$ cat config.mk
export PLATFORM = sky130hd
export DESIGN_NAME = area_scan_ctrl_flat
export DESIGN_NICKNAME = d
export VERILOG_FILES = /design/src/rtl/area_scan_ctrl_if.sv /design/src/rtl/area_scan_ctrl.sv /design/src/flat_wrapper.sv
export SDC_FILE = /design/constraint.sdc
export NUM_CORES = 1
export LEC_CHECK = 0
export CAP_MARGIN = 20
export CORE_MARGIN = 2
export CORE_UTILIZATION = 52
export CTS_CLUSTER_DIAMETER = 30
export CTS_CLUSTER_SIZE = 10
export DETAILED_ROUTE_END_ITERATION = 10
export MAX_ROUTING_LAYER = met4
export PLACE_DENSITY = 0.79
export SLEW_MARGIN = 20
export SYNTH_ARGS = -nofsm -noshare
export SYNTH_HDL_FRONTEND = slang
export SYNTH_SLANG_ARGS = --single-unit
$ cat constraint.sdc
create_clock -name clk -period 4 [get_ports clk]
set_clock_uncertainty 0.2 [all_clocks]
set_input_delay 1 -clock clk [delete_from_list [all_inputs] [get_ports clk]]
set_output_delay 1 -clock clk [all_outputs]
set_load 0.02 [all_outputs]
$ cat src/rtl/area_scan_ctrl_if.sv
// ---------------------------------------------------------------------------
// area_scan_ctrl_if
//   Brightness stream carrying one byte per zone into the scan sequencer.
//
//   zone_data   8  brightness of the currently addressed zone
//   zone_valid  1  zone_data is valid
//   zone_ready  1  the sequencer accepts zone_data this cycle
//
//   master : stream source (drives data/valid, observes ready)
//   slave  : area_scan_ctrl (observes data/valid, drives ready)
// ---------------------------------------------------------------------------
interface area_scan_ctrl_if;
   logic [7:0] zone_data;
   logic       zone_valid;
   logic       zone_ready;

   modport master (output zone_data, zone_valid, input zone_ready);
   modport slave  (input zone_data, zone_valid, output zone_ready);
endinterface

$ cat src/rtl/area_scan_ctrl.sv
// ---------------------------------------------------------------------------
// area_scan_ctrl
//   Per-node scan sequencer for the local-dimming zone grid. Each frame it
//   walks (row_now, col_now) over rows 1..ROWS and columns 0..COLS-1, takes
//   one brightness byte per zone, weights it by the area-judge class of that
//   zone and, after the last zone, commits a saturated 10-bit PWM duty.
//
//   clk          system clock
//   rst          synchronous active-high reset
//   frame_start  single-cycle pulse that (re)starts a scan
//   zone         brightness stream (slave side)
//   row_now      current zone row, to the area-judge block
//   col_now      current zone column, to the area-judge block
//   judge1..3    primary/secondary/tertiary hit for the current address
//   duty         committed LED duty, held between commits
//   duty_valid   one-cycle strobe when duty updates
//   busy         a scan is in progress
// ---------------------------------------------------------------------------
module area_scan_ctrl #(
   parameter int ID   = 2,
   parameter int ROWS = 3,
   parameter int COLS = 8
) (
   input  logic                   clk,
   input  logic                   rst,
   input  logic                   frame_start,
   area_scan_ctrl_if.slave        zone,
   output logic [6:0]             row_now,
   output logic [6:0]             col_now,
   input  logic                   judge1,
   input  logic                   judge2,
   input  logic                   judge3,
   output logic [9:0]             duty,
   output logic                   duty_valid,
   output logic                   busy
);

   // The paired area-judge instance must address a column inside the grid,
   // and the grid must fit the 7-bit address bus.
   if (ID < 0 || ID >= COLS || ROWS < 1 || ROWS > 127 || COLS < 1 || COLS > 128) begin : g_param_check
      $error("area_scan_ctrl: ID/ROWS/COLS out of range");
   end

   localparam logic [6:0] ROW_FIRST = 7'd1;
   localparam logic [6:0] ROW_LAST  = 7'(ROWS);
   localparam logic [6:0] COL_LAST  = 7'(COLS - 1);

   typedef enum logic [1:0] {
      S_IDLE,
      S_SCAN,
      S_DONE
   } state_t;

   state_t      state, state_nxt;
   logic [11:0] acc, acc_nxt;
   logic [6:0]  row_nxt, col_nxt;
   logic [9:0]  duty_nxt;
   logic [7:0]  contrib;
   logic        beat;

   // Fixed judge priority 1 > 2 > 3; the weight is a plain right shift.
   always_comb begin
      contrib = '0;
      if (judge1)      contrib = zone.zone_data;
      else if (judge2) contrib = {1'b0, zone.zone_data[7:1]};
      else if (judge3) contrib = {2'b00, zone.zone_data[7:2]};
   end

   assign zone.zone_ready = (state == S_SCAN);
   assign busy            = (state == S_SCAN);
   assign duty_valid      = (state == S_DONE);
   assign beat            = zone.zone_valid && zone.zone_ready;

   // NOTE: every signal assigned in this block gets a default first, so no
   // path leaves a value unassigned and no latch is inferred.
   always_comb begin
      state_nxt = state;
      acc_nxt   = acc;
      row_nxt   = row_now;
      col_nxt   = col_now;
      duty_nxt  = duty;

      unique case (state)
         S_IDLE: begin
            if (frame_start) begin
               state_nxt = S_SCAN;
               acc_nxt   = '0;
               row_nxt   = ROW_FIRST;
               col_nxt   = '0;
            end
         end

         S_SCAN: begin
            // A restart outranks a coincident beat, which is dropped.
            if (frame_start) begin
               acc_nxt = '0;
               row_nxt = ROW_FIRST;
               col_nxt = '0;
            end else if (beat) begin
               acc_nxt = acc + 12'(contrib);
               if (col_now == COL_LAST) begin
                  col_nxt = '0;
                  if (row_now == ROW_LAST) begin
                     // Last zone: commit now so duty is already valid in DONE,
                     // and park the address at the start position.
                     state_nxt = S_DONE;
                     row_nxt   = ROW_FIRST;
                     duty_nxt  = (acc_nxt > 12'd1023) ? 10'd1023 : acc_nxt[9:0];
                  end else begin
                     row_nxt = row_now + 7'd1;
                  end
               end else begin
                  col_nxt = col_now + 7'd1;
               end
            end
         end

         S_DONE: begin
            if (frame_start) begin
               state_nxt = S_SCAN;
               acc_nxt   = '0;
               row_nxt   = ROW_FIRST;
               col_nxt   = '0;
            end else begin
               state_nxt = S_IDLE;
            end
         end

         default: state_nxt = S_IDLE;
      endcase
   end

   // NOTE: state is updated with non-blocking assignments so every register
   // samples the values of the same clock edge regardless of statement order.
   always_ff @(posedge clk) begin
      if (rst) begin
         state   <= S_IDLE;
         acc     <= '0;
         row_now <= ROW_FIRST;
         col_now <= '0;
         duty    <= '0;
      end else begin
         state   <= state_nxt;
         acc     <= acc_nxt;
         row_now <= row_nxt;
         col_now <= col_nxt;
         duty    <= duty_nxt;
      end
   end

endmodule

$ cat src/flat_wrapper.sv
// flat-port wrapper written by rule: the top's interface ports become plain ports
module area_scan_ctrl_flat 
#(
   parameter int ID   = 2,
   parameter int ROWS = 3,
   parameter int COLS = 8
)
  (clk, rst, frame_start, row_now, col_now, judge1, judge2, judge3, duty, duty_valid, busy, zone_zone_data, zone_zone_valid, zone_zone_ready);
  area_scan_ctrl_if zone_i ();
  input  logic clk;
  input  logic rst;
  input  logic frame_start;
  output logic [6:0] row_now;
  output logic [6:0] col_now;
  input  logic judge1;
  input  logic judge2;
  input  logic judge3;
  output logic [9:0] duty;
  output logic duty_valid;
  output logic busy;
  input wire logic [$bits(zone_i.zone_data)-1:0] zone_zone_data;
  input wire logic [$bits(zone_i.zone_valid)-1:0] zone_zone_valid;
  output wire logic [$bits(zone_i.zone_ready)-1:0] zone_zone_ready;
  assign zone_i.zone_data = zone_zone_data;
  assign zone_i.zone_valid = zone_zone_valid;
  assign zone_zone_ready = zone_i.zone_ready;
  area_scan_ctrl #(.ID(ID), .ROWS(ROWS), .COLS(COLS)) u_core (.clk(clk), .rst(rst), .frame_start(frame_start), .zone(zone_i), .row_now(row_now), .col_now(col_now), .judge1(judge1), .judge2(judge2), .judge3(judge3), .duty(duty), .duty_valid(duty_valid), .busy(busy));
endmodule
==> results.json <==
{
  "status": "finished, final reports clean",
  "maxCapViolCount": 0,
  "rsz0062_at_grt": "false",
  "multi_input_area_um2": 1440,
  "drc": 0,
  "htreeDepth": 2,
  "drt-initial-drc-count": 148,
  "gr-total-overflow": 0,
  "final-hold-violation-count": 0,
  "cp_max_fo": 6,
  "area_growth_pct": 27.4,
  "cts_tree": "yes",
  "cp_data_arrival_time_ps": 3660,
  "grt_pass1_wl_um": 9480,
  "worst_setup_path_start_kind": "input port",
  "power.total_uw": 912,
  "crit_type": "input port to register",
  "clock_sinks": 38,
  "power_density_nw_per_um2": 314,
  "cts_buffers": 5,
  "dr.pass1.iters": 4,
  "place_ws_ps": -78.2,
  "postCtsHoldBufs": 0,
  "antenna_found_initial": 0,
  "synth_seq_area_share": 0.334,
  "ys_warn_count": 0,
  "dp.final_hpwl_um": 4140,
  "ys.flop_type": "dfxtp_1",
  "synth-seq-cells": 38,
  "syn_inst": 272,
  "fillers": 365,
  "diodes": 0,
  "grt_pass1_vias": 2051,
  "leakage_nw": 1.09,
  "critPathRequiredTime_ps": 3970,
  "num_vias": 2122,
  "synth_edf_count": 0,
  "grt_max_degree": 19,
  "synth-async-reset-ratio": 0,
  "finalSetupViolCount": 0,
  "seq_area_um2": 761,
  "gp_congestion": 0.905,
  "fin_nets": 345,
  "layout-drive-gt1-share": 0.116,
  "hold_path_class": "register to register",
  "tightest_slew_ps": 559,
  "port_buffers": 41,
  "viasPerCell": 5.74,
  "fmax_mhz": 271,
  "start_util": 0.531,
  "die_h_um": 70.2,
  "die_w_um": 70.2,
  "io_pins": 42,
  "wl_per_cell_um": 15.0,
  "grtUsageTotal": 0.247,
  "irDropWorstVdd_mv": 0.289,
  "hold_path_depth": 2,
  "ant_nets": 0,
  "synth_area_um2": 2280,
  "rows": 24,
  "relSlewSlack": 0.625,
  "final.period_utilization": 0.924,
  "clk_latency_ps": 290,
  "worstRegToRegCells": 8,
  "fin_crit_ps": 3700,
  "core_area_um2": 4290,
  "clk_path_buf_depth": 2,
  "root_buffer": "clkbuf_8",
  "path_clk_slew_ps": 70,
  "routed_wirelength_um": 5560,
  "slew_viol_final": 0,
  "syn_area_per_cell_um2": 8.38,
  "endpoint_kind": "register",
  "ys_types": 55,
  "synth_nets": 300,
  "fin_ws_ps": 304,
  "dieArea_um2": 4930
}
cell usage after synthesis, types with 4 or more instances:
cell type | instances | area share
nor2_1 | 34 | 0.056
a211oi_1 | 6 | 0.020
a22oi_1 | 6 | 0.020
xnor2_1 | 6 | 0.023
nand3_1 | 9 | 0.020
dfxtp_1 | 38 | 0.33
or3_1 | 4 | 0.011
o221a_2 | 4 | 0.020
a21oi_1 | 22 | 0.048
nor2b_1 | 4 | 0.011
nor3_1 | 4 | 0.0088
nand2_1 | 27 | 0.044
clkbuf_1 | 6 | 0.0099
xor2_1 | 9 | 0.035
nand4_1 | 6 | 0.016
ha_1 | 12 | 0.066
o21ai_0 | 15 | 0.033
stage by stage:
stage	cells	cell area [um^2]	hold WS [ps]	util	TNS (ps)
2_1_floorplan	272	2280	236	-	0
3_3_place_gp	362	2760	267	0.642	-267
3_5_place_dp	362	2760	259	0.642	-703
4_1_cts	370	2900	271	0.675	0
5_1_grt	370	2900	299	0.676	0
6_report	370	2900	272	0.676	0
cells in the final DEF (no fill, tap or decap), types with 9 or more instances in the layout:
| cell type | n |
|---|---|
| clkdlybuf4s50_1 | 41 |
| dfxtp_1 | 38 |
| nor2_1 | 34 |
| nand2_1 | 27 |
| a21oi_1 | 22 |
| o21ai_0 | 14 |
| ha_1 | 12 |
| buf_4 | 10 |
| nand3_1 | 9 |
| xor2_1 | 9 |
cell type report:
type | count | share of cell area
clock buffers | 6 | 0.0284
multi-input cells | 218 | 0.495
inverters | 3 | 0.00388
well taps | 52 | 0.0224
clock inverters | 2 | 0.0207
repair buffers | 51 | 0.167
flip-flops and latches | 38 | 0.262
where the power goes:
part           internal, mW  switching, mW
combinational        0.0532         0.0697
sequential            0.382        0.00605
clock                 0.266          0.135
registers in the layout, summed over array words and instances (netlist names):
| signal | count |
|---|---|
| u_core.col_now | 7 |
| u_core.row_now | 7 |
| u_core.state | 2 |
| u_core.acc | 12 |
| u_core.duty | 10 |
final timing paths:
check	slack (ps)	end	startpoint
worst max-delay path	300	u_core.duty[5]	judge2
worst min-delay path	270	u_core.acc[0]	u_core.acc[0]
worst max register to register	1520	u_core.duty[5]	u_core.acc[0]
worst min register to register	270	u_core.acc[0]	u_core.acc[0]
routing by layer:
metal | vias to the layer above | GRT usage | share of wire
met5 | - | - | 0
met4 | 0 | 0.0855 | 0.012
met3 | 8 | 0.0418 | 0.047
met2 | 50 | 0.382 | 0.46
met1 | 974 | 0.328 | 0.48
li1 | 1090 | - | -
repair_timing:
action                                 in CTS  in global routing
setup endpoints to repair                   0                 10
resized for setup                           0                  2
endpoints found under the hold margin       0                  0
setup buffers                               0                  0
worst max-delay path: stages:
cell and delay [ps]:
clkdlybuf4s50_1 520, nor2b_1 80, a22oi_1 130, o21ai_0 100, ha_1 220, fa_1 400, a211oi_2 290, o211ai_2 140
nand4_1 150, xor2_1 180, and3_1 340, a211oi_2 110
cell families after synthesis:
logic type	Yosys count	synth area share
buffers and inverters	16	0.0373
XOR/XNOR	15	0.0576
multiplexers	1	0.00439
adder cells (fa/ha/maj)	13	0.0746
AO/OA/AOI/OAI	80	0.251
flip-flops	38	0.334
AND/OR/NAND/NOR	109	0.241
(Power assumes the default switching activity.)
